<file path="config.mk">
export PLATFORM = sky130hd
export DESIGN_NAME = pc_fetch_ctrl
export DESIGN_NICKNAME = d
export VERILOG_FILES = /design/src/rtl/pc_fetch_ctrl_pkg.sv /design/src/rtl/pc_next_calc.sv /design/src/rtl/pc_fetch_ctrl.sv
export SDC_FILE = /design/constraint.sdc
export NUM_CORES = 1
export LEC_CHECK = 0
export BUFFER_PORTS_ARGS = -buffer_cell sky130_fd_sc_hd__buf_2
export CORE_MARGIN = 2
export CORE_UTILIZATION = 25
export CTS_CLUSTER_SIZE = 8
export DETAILED_ROUTE_END_ITERATION = 12
export PLACE_DENSITY = 0.47
export SYNTH_ARGS = -nofsm -noshare
export SYNTH_HDL_FRONTEND = slang
export SYNTH_SLANG_ARGS = --single-unit
</file>
<file path="constraint.sdc">
create_clock -name clk -period 3 [get_ports clk]
set_input_delay 0.15 -clock clk [delete_from_list [all_inputs] [get_ports clk]]
set_output_delay 0.15 -clock clk [all_outputs]
set_load 0.05 [all_outputs]
</file>
<file path="src/rtl/pc_fetch_ctrl_pkg.sv">
// pc_fetch_ctrl_pkg: shared widths, PC step and fetch FSM states
package pc_fetch_ctrl_pkg;
   localparam int PC_WIDTH = 16;
   localparam logic [PC_WIDTH-1:0] INSTR_STEP = 16'd2;
   typedef enum logic [1:0] {IDLE = 2'd0, FETCH = 2'd1, HOLD = 2'd2, HALTED = 2'd3} state_e;
endpackage

</file>
<file path="src/rtl/pc_next_calc.sv">
// pc_next_calc: sequential, branch and jump targets with jump > branch > sequential priority
module pc_next_calc
   import pc_fetch_ctrl_pkg::*;
(
   input  logic [PC_WIDTH-1:0] pc_i,
   input  logic [PC_WIDTH-1:0] instr_pc_i,
   input  logic                branch_taken_i,
   input  logic [7:0]          branch_offset_i,
   input  logic                jump_en_i,
   input  logic [PC_WIDTH-1:0] jump_addr_i,
   output logic [PC_WIDTH-1:0] seq_pc_o,
   output logic [PC_WIDTH-1:0] next_pc_o
);
   logic [PC_WIDTH-1:0] br_off, br_pc, jmp_pc;
   // offset counts instruction words, so scale by two after sign extension
   assign br_off    = {{(PC_WIDTH-9){branch_offset_i[7]}}, branch_offset_i, 1'b0};
   assign seq_pc_o  = pc_i + INSTR_STEP;
   assign br_pc     = instr_pc_i + INSTR_STEP + br_off;
   assign jmp_pc    = {jump_addr_i[PC_WIDTH-1:1], 1'b0};
   assign next_pc_o = jump_en_i ? jmp_pc : branch_taken_i ? br_pc : seq_pc_o;
endmodule

</file>
<file path="src/rtl/pc_fetch_ctrl.sv">
// pc_fetch_ctrl: fetches one instruction at a time, holds it for decode,
// applies branch/jump redirects and supports halt/resume
module pc_fetch_ctrl
   import pc_fetch_ctrl_pkg::*;
#(
   parameter logic [PC_WIDTH-1:0] RESET_PC = 16'h0000
) (
   input  logic                clk,
   input  logic                rst_n,
   output logic [PC_WIDTH-1:0] pcOut,
   output logic                imemReq,
   input  logic                imemAck,
   input  logic [15:0]         instrIn,
   output logic [15:0]         instrOut,
   output logic [PC_WIDTH-1:0] instrPc,
   output logic                instrValid,
   input  logic                decodeReady,
   input  logic                branchTaken,
   input  logic [7:0]          branchOffset,
   input  logic                jumpEn,
   input  logic [PC_WIDTH-1:0] jumpAddr,
   input  logic                haltReq,
   input  logic                resume,
   output logic                halted
);
   state_e              state_q, state_d;
   logic [PC_WIDTH-1:0] pc_q, pc_d, ipc_q, ipc_d, next_pc, seq_pc;
   logic [15:0]         instr_q, instr_d;
   logic                halt_pend_q, halt_pend_d, in_hold, redirect, halt_now;

   assign in_hold  = state_q == HOLD;
   assign redirect = in_hold & (jumpEn | branchTaken);
   assign halt_now = halt_pend_q | haltReq;

   // redirect inputs only count while an instruction is presented to decode
   pc_next_calc u_calc (
      .pc_i           (pc_q),
      .instr_pc_i     (ipc_q),
      .branch_taken_i (branchTaken & in_hold),
      .branch_offset_i(branchOffset),
      .jump_en_i      (jumpEn & in_hold),
      .jump_addr_i    (jumpAddr),
      .seq_pc_o       (seq_pc),
      .next_pc_o      (next_pc)
   );

   always_comb begin
      state_d     = state_q;
      pc_d        = pc_q;
      ipc_d       = ipc_q;
      instr_d     = instr_q;
      halt_pend_d = halt_pend_q;
      case (state_q)
         IDLE:    state_d = FETCH;
         FETCH: begin
            halt_pend_d = imemAck ? 1'b0 : halt_now;
            if (imemAck) begin
               state_d = halt_now ? HALTED : HOLD;
               instr_d = halt_now ? instr_q : instrIn;
               ipc_d   = halt_now ? ipc_q : pc_q;
               pc_d    = halt_now ? pc_q : seq_pc;
            end
         end
         HOLD: begin
            if (redirect | decodeReady) state_d = haltReq ? HALTED : FETCH;
            if (redirect) pc_d = next_pc;
         end
         HALTED:  state_d = resume ? FETCH : HALTED;
         default: state_d = IDLE;
      endcase
   end

   always_ff @(posedge clk or negedge rst_n) begin
      if (!rst_n) begin
         state_q     <= IDLE;
         pc_q        <= RESET_PC;
         ipc_q       <= '0;
         instr_q     <= '0;
         halt_pend_q <= 1'b0;
      end else begin
         state_q     <= state_d;
         pc_q        <= pc_d;
         ipc_q       <= ipc_d;
         instr_q     <= instr_d;
         halt_pend_q <= halt_pend_d;
      end
   end

   assign pcOut      = pc_q;
   assign instrPc    = ipc_q;
   assign instrOut   = instr_q;
   assign imemReq    = state_q == FETCH;
   assign instrValid = in_hold;
   assign halted     = state_q == HALTED;
endmodule

</file>
Word-level counts from Yosys, hierarchy flattened
Cells that the tools add are included.
Operators by class
  multipliers: 0
  add/subtract/negate cells: 3
  div/mod/pow operators: 0
  shifts and indexed selects: 0
  eq/ne operators: 7
  muxes and demuxes: 13
  bitwise logic cells: 7
  order comparisons: 0
  reductions and logical operators: 5
Operator list (count)
  2-to-1 mux 16 bit: 5
  adder 16 x 2 -> 16 bit (second input constant): 2
  case mux 16 bit (2 select lines): 1
  adder 16 bit: 1
  2-to-1 mux 2 bit: 4
  case mux 2 bit (4 select lines): 1
  != test 2 x 1 -> 1 bit (second input constant): 3
  == test 2 bit (second input constant): 2
  AND reduction 4 bit: 1
  bitwise AND 1 bit: 3
  bitwise OR 1 bit: 3
  AND reduction 3 bit: 1
  == test 2 x 1 -> 1 bit (second input constant): 1
  logical NOT 2 bit: 1
  2-to-1 mux 1 bit: 2
  != test 2 bit (second input constant): 1
  AND reduction 2 bit: 1
  nonzero test 2 bit: 1
  NOT 1 bit: 1
Word-level totals
  output and inout bits: 51
  memories: 0
  bits in writable memories: 0
  input port bits: 48
  latch bits: 0
  memory bits (read-only): 0
  flip-flop bits (word level): 51

Longest topological paths before layout
  depth after elaboration: 6
  depth in mapped cells: 11
  mapped depth without buffers: 11

By module
A second synthesis with hierarchy kept.
Unflattened totals
  cell total of the unflattened synthesis: 355
  area total of the unflattened synthesis: 3731.1 µm²
Modules (own cells, without submodules)
  pc_fetch_ctrl: seq. area each 1276.2 µm², area each 2224.6 µm², cells each 141, times used 1
  pc_next_calc: seq. area each 0.0 µm², area each 1506.4 µm², cells each 214, times used 1

Worst setup path after synthesis
No wires, ideal clock.
  kind: register -> register
  from: register ipc_q[2] (netlist: instrPc[2])
  to: register pc_q[10] (netlist: pcOut[10])
  library setup time: 0.101 ns
  path slack: 0.185 ns
  required time: 2.899 ns
  arrival time: 2.714 ns
  cell stages (with the launch flop): 10
  cell sequence: dfrtp_1 ha_1 ha_1 fa_1 a21oi_1 o211ai_1 o41ai_2 xnor2_1 a211oi_1 o32ai_1
Between the ends
  cells in the longest elaborated chain, start to end: 6
RTL lines
  from (decl): line pc_fetch_ctrl.sv:27  | logic [PC_WIDTH-1:0] pc_q, pc_d, ipc_q, ipc_d, next_pc, seq_pc;
  from (signal assigned): line pc_fetch_ctrl.sv:83  | ipc_q <= ipc_d;
  adder 16 x 2 -> 16 bit: line pc_next_calc.sv:18  | assign br_pc = instr_pc_i + INSTR_STEP + br_off;
  adder 16 bit: line pc_next_calc.sv:18
  2-to-1 mux 16 bit (2 in a row): line pc_next_calc.sv:20  | assign next_pc_o = jump_en_i ? jmp_pc : branch_taken_i ? br_pc : seq_pc_o;
  2-to-1 mux 16 bit: line pc_fetch_ctrl.sv:66  | if (redirect) pc_d = next_pc;
  case mux 16 bit (2 select lines): line pc_fetch_ctrl.sv:53  | case (state_q)
  to (signal assigned): line pc_fetch_ctrl.sv:82  | pc_q <= pc_d;
  to (decl): line pc_fetch_ctrl.sv:27
Every way passes these cells. The select of a mux whose other input is x is not followed.
A chain may end at the register's enable or synchronous reset.

Worst setup path after layout
Same ends and word-level chain as after synthesis.

==> impl_metrics.py <==
metrics = {
    "timing": {
        "fin_worst_skew_ps": 5.40,
        "worst_slew_pin_slew_ps": 537,
        "setup-violations-final": 0,
        "max_slew_margin_pct": 64.2,
        "final_min_period_over_clock_period_pct": 91.2,
        "grt_setup_unrepaired": "false",
        "finalMaxSlewViolations": 0,
        "final_critical_path_setup_slack_ps": 265,
        "achievable-frequency_mhz": 366,
        "final.setup.tns_ps": 0,
        "final.hold.worst_slack_ps": 41.8,
        "min_period_ps": 2730,
        "final_hold_viol_count": 0,
    },
    "die": {
        "fp.coreArea_um2": 12800,
        "pin_count": 99,
        "die_width_um": 119,
        "fp.dieArea_um2": 14100,
        "die_height_um": 119,
        "initial_core_utilization_pct": 25.8,
        "rows": 41,
    },
    "route": {
        "wire_length_per_cell_after_detailed_routing_um": 15.2,
        "drt_first_pass_iters": 4,
        "routed_wire_length_um": 10000,
        "drc": 0,
        "avgViaCountPerCell": 4.75,
        "postRouteAntennaNets": 0,
        "drt_iter0_markers": 202,
        "vias": 3129,
    },
    "setup_path": {
        "crit_fanout": 4,
        "critPathKind": "flip-flop to flip-flop",
        "required_ps": 3200,
        "worst-endpoint-arrival_ps": 2930,
        "startpoint_class": "flip-flop",
        "cp-end-kind": "flip-flop",
    },
    "pwr": {
        "switching_share_pct": 54.6,
        "seq_power_share_pct": 27.5,
        "irDropWorstVdd_uv": 458,
        "cellPowerDensity_nw_per_um2": 1150,
        "power.clock.fraction_pct": 11.7,
        "p_int_w": 0.00215,
        "power.switching_w": 0.00258,
        "power.static_leakage_nw": 2.06,
        "pwr-share-comb_pct": 60.8,
    },
    "clock_network": {
        "htreeDepth": 2,
        "cts.path.max_buffers": 2,
        "worst_setup_hold_path_clk_slew_ps": 70,
        "clock-sinks": 51,
        "cts_bufs_inserted": 5,
        "clk_root_buffer_cell": "sky130_fd_sc_hd__clkbuf_16",
        "clkLatencyLatePin_ps": 290,
        "cts_tree": "yes",
    },
    "cells_and_area": {
        "fin_nets": 565,
        "synthToLayoutAreaGrowth_pct": 25.1,
        "regArea_um2": 1280,
        "diode_count": 0,
        "area_of_combinational_cells_with_multiple_inputs_um2": 1920,
        "layout-drive-gt1-share_pct": 25.3,
        "filler_cells_inserted": 1387,
        "layout.core_utilization_pct": 32.3,
    },
    "placement": {
        "gp_congestion": 0.790,
        "post-place-ws_ps": 240,
        "detailedPlacementHpwl_um": 7530,
        "io_buffer_count": 97,
    },
    "yosys": {
        "yosys.area.top_type_share_pct": 38.7,
        "synth_simple_gate_area_share_pct": 26.1,
        "synth_top_cell_by_area": "sky130_fd_sc_hd__dfrtp_1",
        "distinct_cell_type_count_of_the_synthesized_netlist": 56,
        "synth_area_per_cell_um2": 8.44,
        "post_synth_main_area_contributors": "sky130_fd_sc_hd__dfrtp_1, sky130_fd_sc_hd__nand2_1, sky130_fd_sc_hd__ha_1",
        "synthAdderAreaFrac_pct": 11.2,
        "post-synth-top-count-cell": "sky130_fd_sc_hd__nand2_1",
        "synth_seq_cells": 51,
        "post_synth_inst_count": 391,
        "yosys-top-cells-count": "sky130_fd_sc_hd__nand2_1, sky130_fd_sc_hd__dfrtp_1, sky130_fd_sc_hd__nor2_1",
        "synthesis.area_um2": 3300,
        "count_of_yosys_warnings_during_synthesis": 0,
        "synth_compound_area_share_pct": 15.3,
        "synthFlopType": "sky130_fd_sc_hd__dfrtp_1",
        "synth.yosys.seq_area_share_pct": 38.7,
        "synth.area.mux_share_pct": 1.40,
        "largest_family_of_logic_cells_by_synthesized_area": "simple AND/OR/NAND/NOR gates",
        "synth_edf_count": 0,
        "mappedNetlistNets": 468,
        "synth-async-reset-ratio_pct": 100,
        "synth-xor-area-share_pct": 3.98,
    },
    "grt": {
        "grt_util_all_layers_pct": 15.0,
        "grt_first_pass_wirelength_um": 16900,
        "grt_max_degree": 36,
        "grt_pass1_vias": 3240,
        "antenna_found_initial": 0,
        "grt_overflow": 0,
    },
    "flow_run": {
        "max_cap_violations": 0,
    },
    "status": {
        "run_status": "finished clean",
    },
    "hold_path": {
        "hold_path_class": "input pin to flip-flop",
    },
}
logic make-up (layout without fill, tap and decap cells):
kind of cell | count (synthesis) | in the layout
flops | 51 | 51
compound gates | 76 | 76
buf+inv | 25 | 121
fa+ha+maj | 29 | 29
mux | 4 | 4
simple gates | 191 | 191
xor+xnor | 15 | 15
sequential cells by signal (all words and copies together) (netlist names):
signal       cells
halt_pend_q      1
state_q          2
instrOut        16
pcOut           16
instrPc         16
worst paths after layout:
check,start,endpoint,slack (ps),cells after the start
min,instrIn[2],instrOut[2]$_DFFE_PN0P_,40,3
max reg2reg,instrPc[2]$_DFFE_PN0P_,pcOut[10]$_DFFE_PN0P_,270,10
min in group asynchronous,rst_n,instrPc[2]$_DFFE_PN0P_,320,2
max,instrPc[2]$_DFFE_PN0P_,pcOut[10]$_DFFE_PN0P_,270,10
min reg2reg,instrOut[2]$_DFFE_PN0P_,instrOut[2]$_DFFE_PN0P_,470,2
max in group asynchronous,rst_n,instrOut[3]$_DFFE_PN0P_,1830,3
timing repair:
item,CTS,global route
setup buffers,0,0
endpoints found under the hold margin,16,0
gates resized for setup,0,1
hold buffers,1,0
setup endpoints to repair,0,1
final cells by class:
cell class	instances	area share, %
clock buffers	6	3.12
well taps	172	5.21
flip-flops and latches	51	30.9
repair buffers	106	13.5
inverters	9	0.818
multi-input cells	315	46.5
per-stage QoR:
stage / cell area [µm²] / std cells / power [W]
finish: 4130 / 659 / 0.00473
global route: 4130 / 659 / 0.00514
detailed placement: 3990 / 652 / 0.00420
floorplan: 3300 / 391 / 0.00350
CTS: 4130 / 659 / 0.00478
global placement: 3990 / 652 / 0.00417
layer usage:
layer | part of all wire (%) | global-route usage (%) | up-vias | wire, µm
li1 | - | - | 1556 | -
met3 | 6.3 | 3.07 | 10 | 633
met2 | 46 | 23.9 | 108 | 4570
met1 | 46 | 20.4 | 1455 | 4660
met5 | 0 | 0 | - | 0
met4 | 1.5 | 4.32 | 0 | 154
layout by cell type, fill, tap and decap left out, drive strengths merged, types with 2 or more instances in the layout:
cell type,synthesis,routed
o21a,2,2
dfrtp,51,51
xnor2,10,10
mux2,2,2
nor2b,2,2
nand2b,3,3
nor2,31,31
a211oi,5,5
a2111oi,3,3
nand4,4,4
and3,3,3
xor2,5,5
inv,9,9
o22ai,2,2
nor3,9,9
nor4,2,2
a21oi,22,22
o221ai,3,3
ha,28,28
clkbuf,7,6
nand3,17,17
a221oi,3,3
o211ai,2,2
and2,4,4
o22a,2,2
mux2i,2,2
a31oi,6,6
nand2,112,112
o21ai,16,16
buf,9,105
power by group through the flow:
stage	registers, W	logic [W]	clock network (W)
after floorplan	0.00227	0.00123	0
after global placement	0.00130	0.00287	0
after detailed placement	0.00132	0.00288	0
after CTS	0.00131	0.00289	0.000584
after global routing	0.00136	0.00317	0.000615
final	0.00130	0.00288	0.000555
critical path: stages, from the launching register on:
cell                       delay, ps
sky130_fd_sc_hd__dfrtp_1         400
sky130_fd_sc_hd__ha_1            310
sky130_fd_sc_hd__ha_1            260
sky130_fd_sc_hd__fa_1            430
sky130_fd_sc_hd__a21oi_2         190
sky130_fd_sc_hd__o211ai_1        160
sky130_fd_sc_hd__o41ai_2         220
sky130_fd_sc_hd__buf_4           180
sky130_fd_sc_hd__xnor2_1         140
sky130_fd_sc_hd__a211oi_1         70
sky130_fd_sc_hd__o32ai_1         280
No activity file was read; power rests on OpenSTA's default activity.
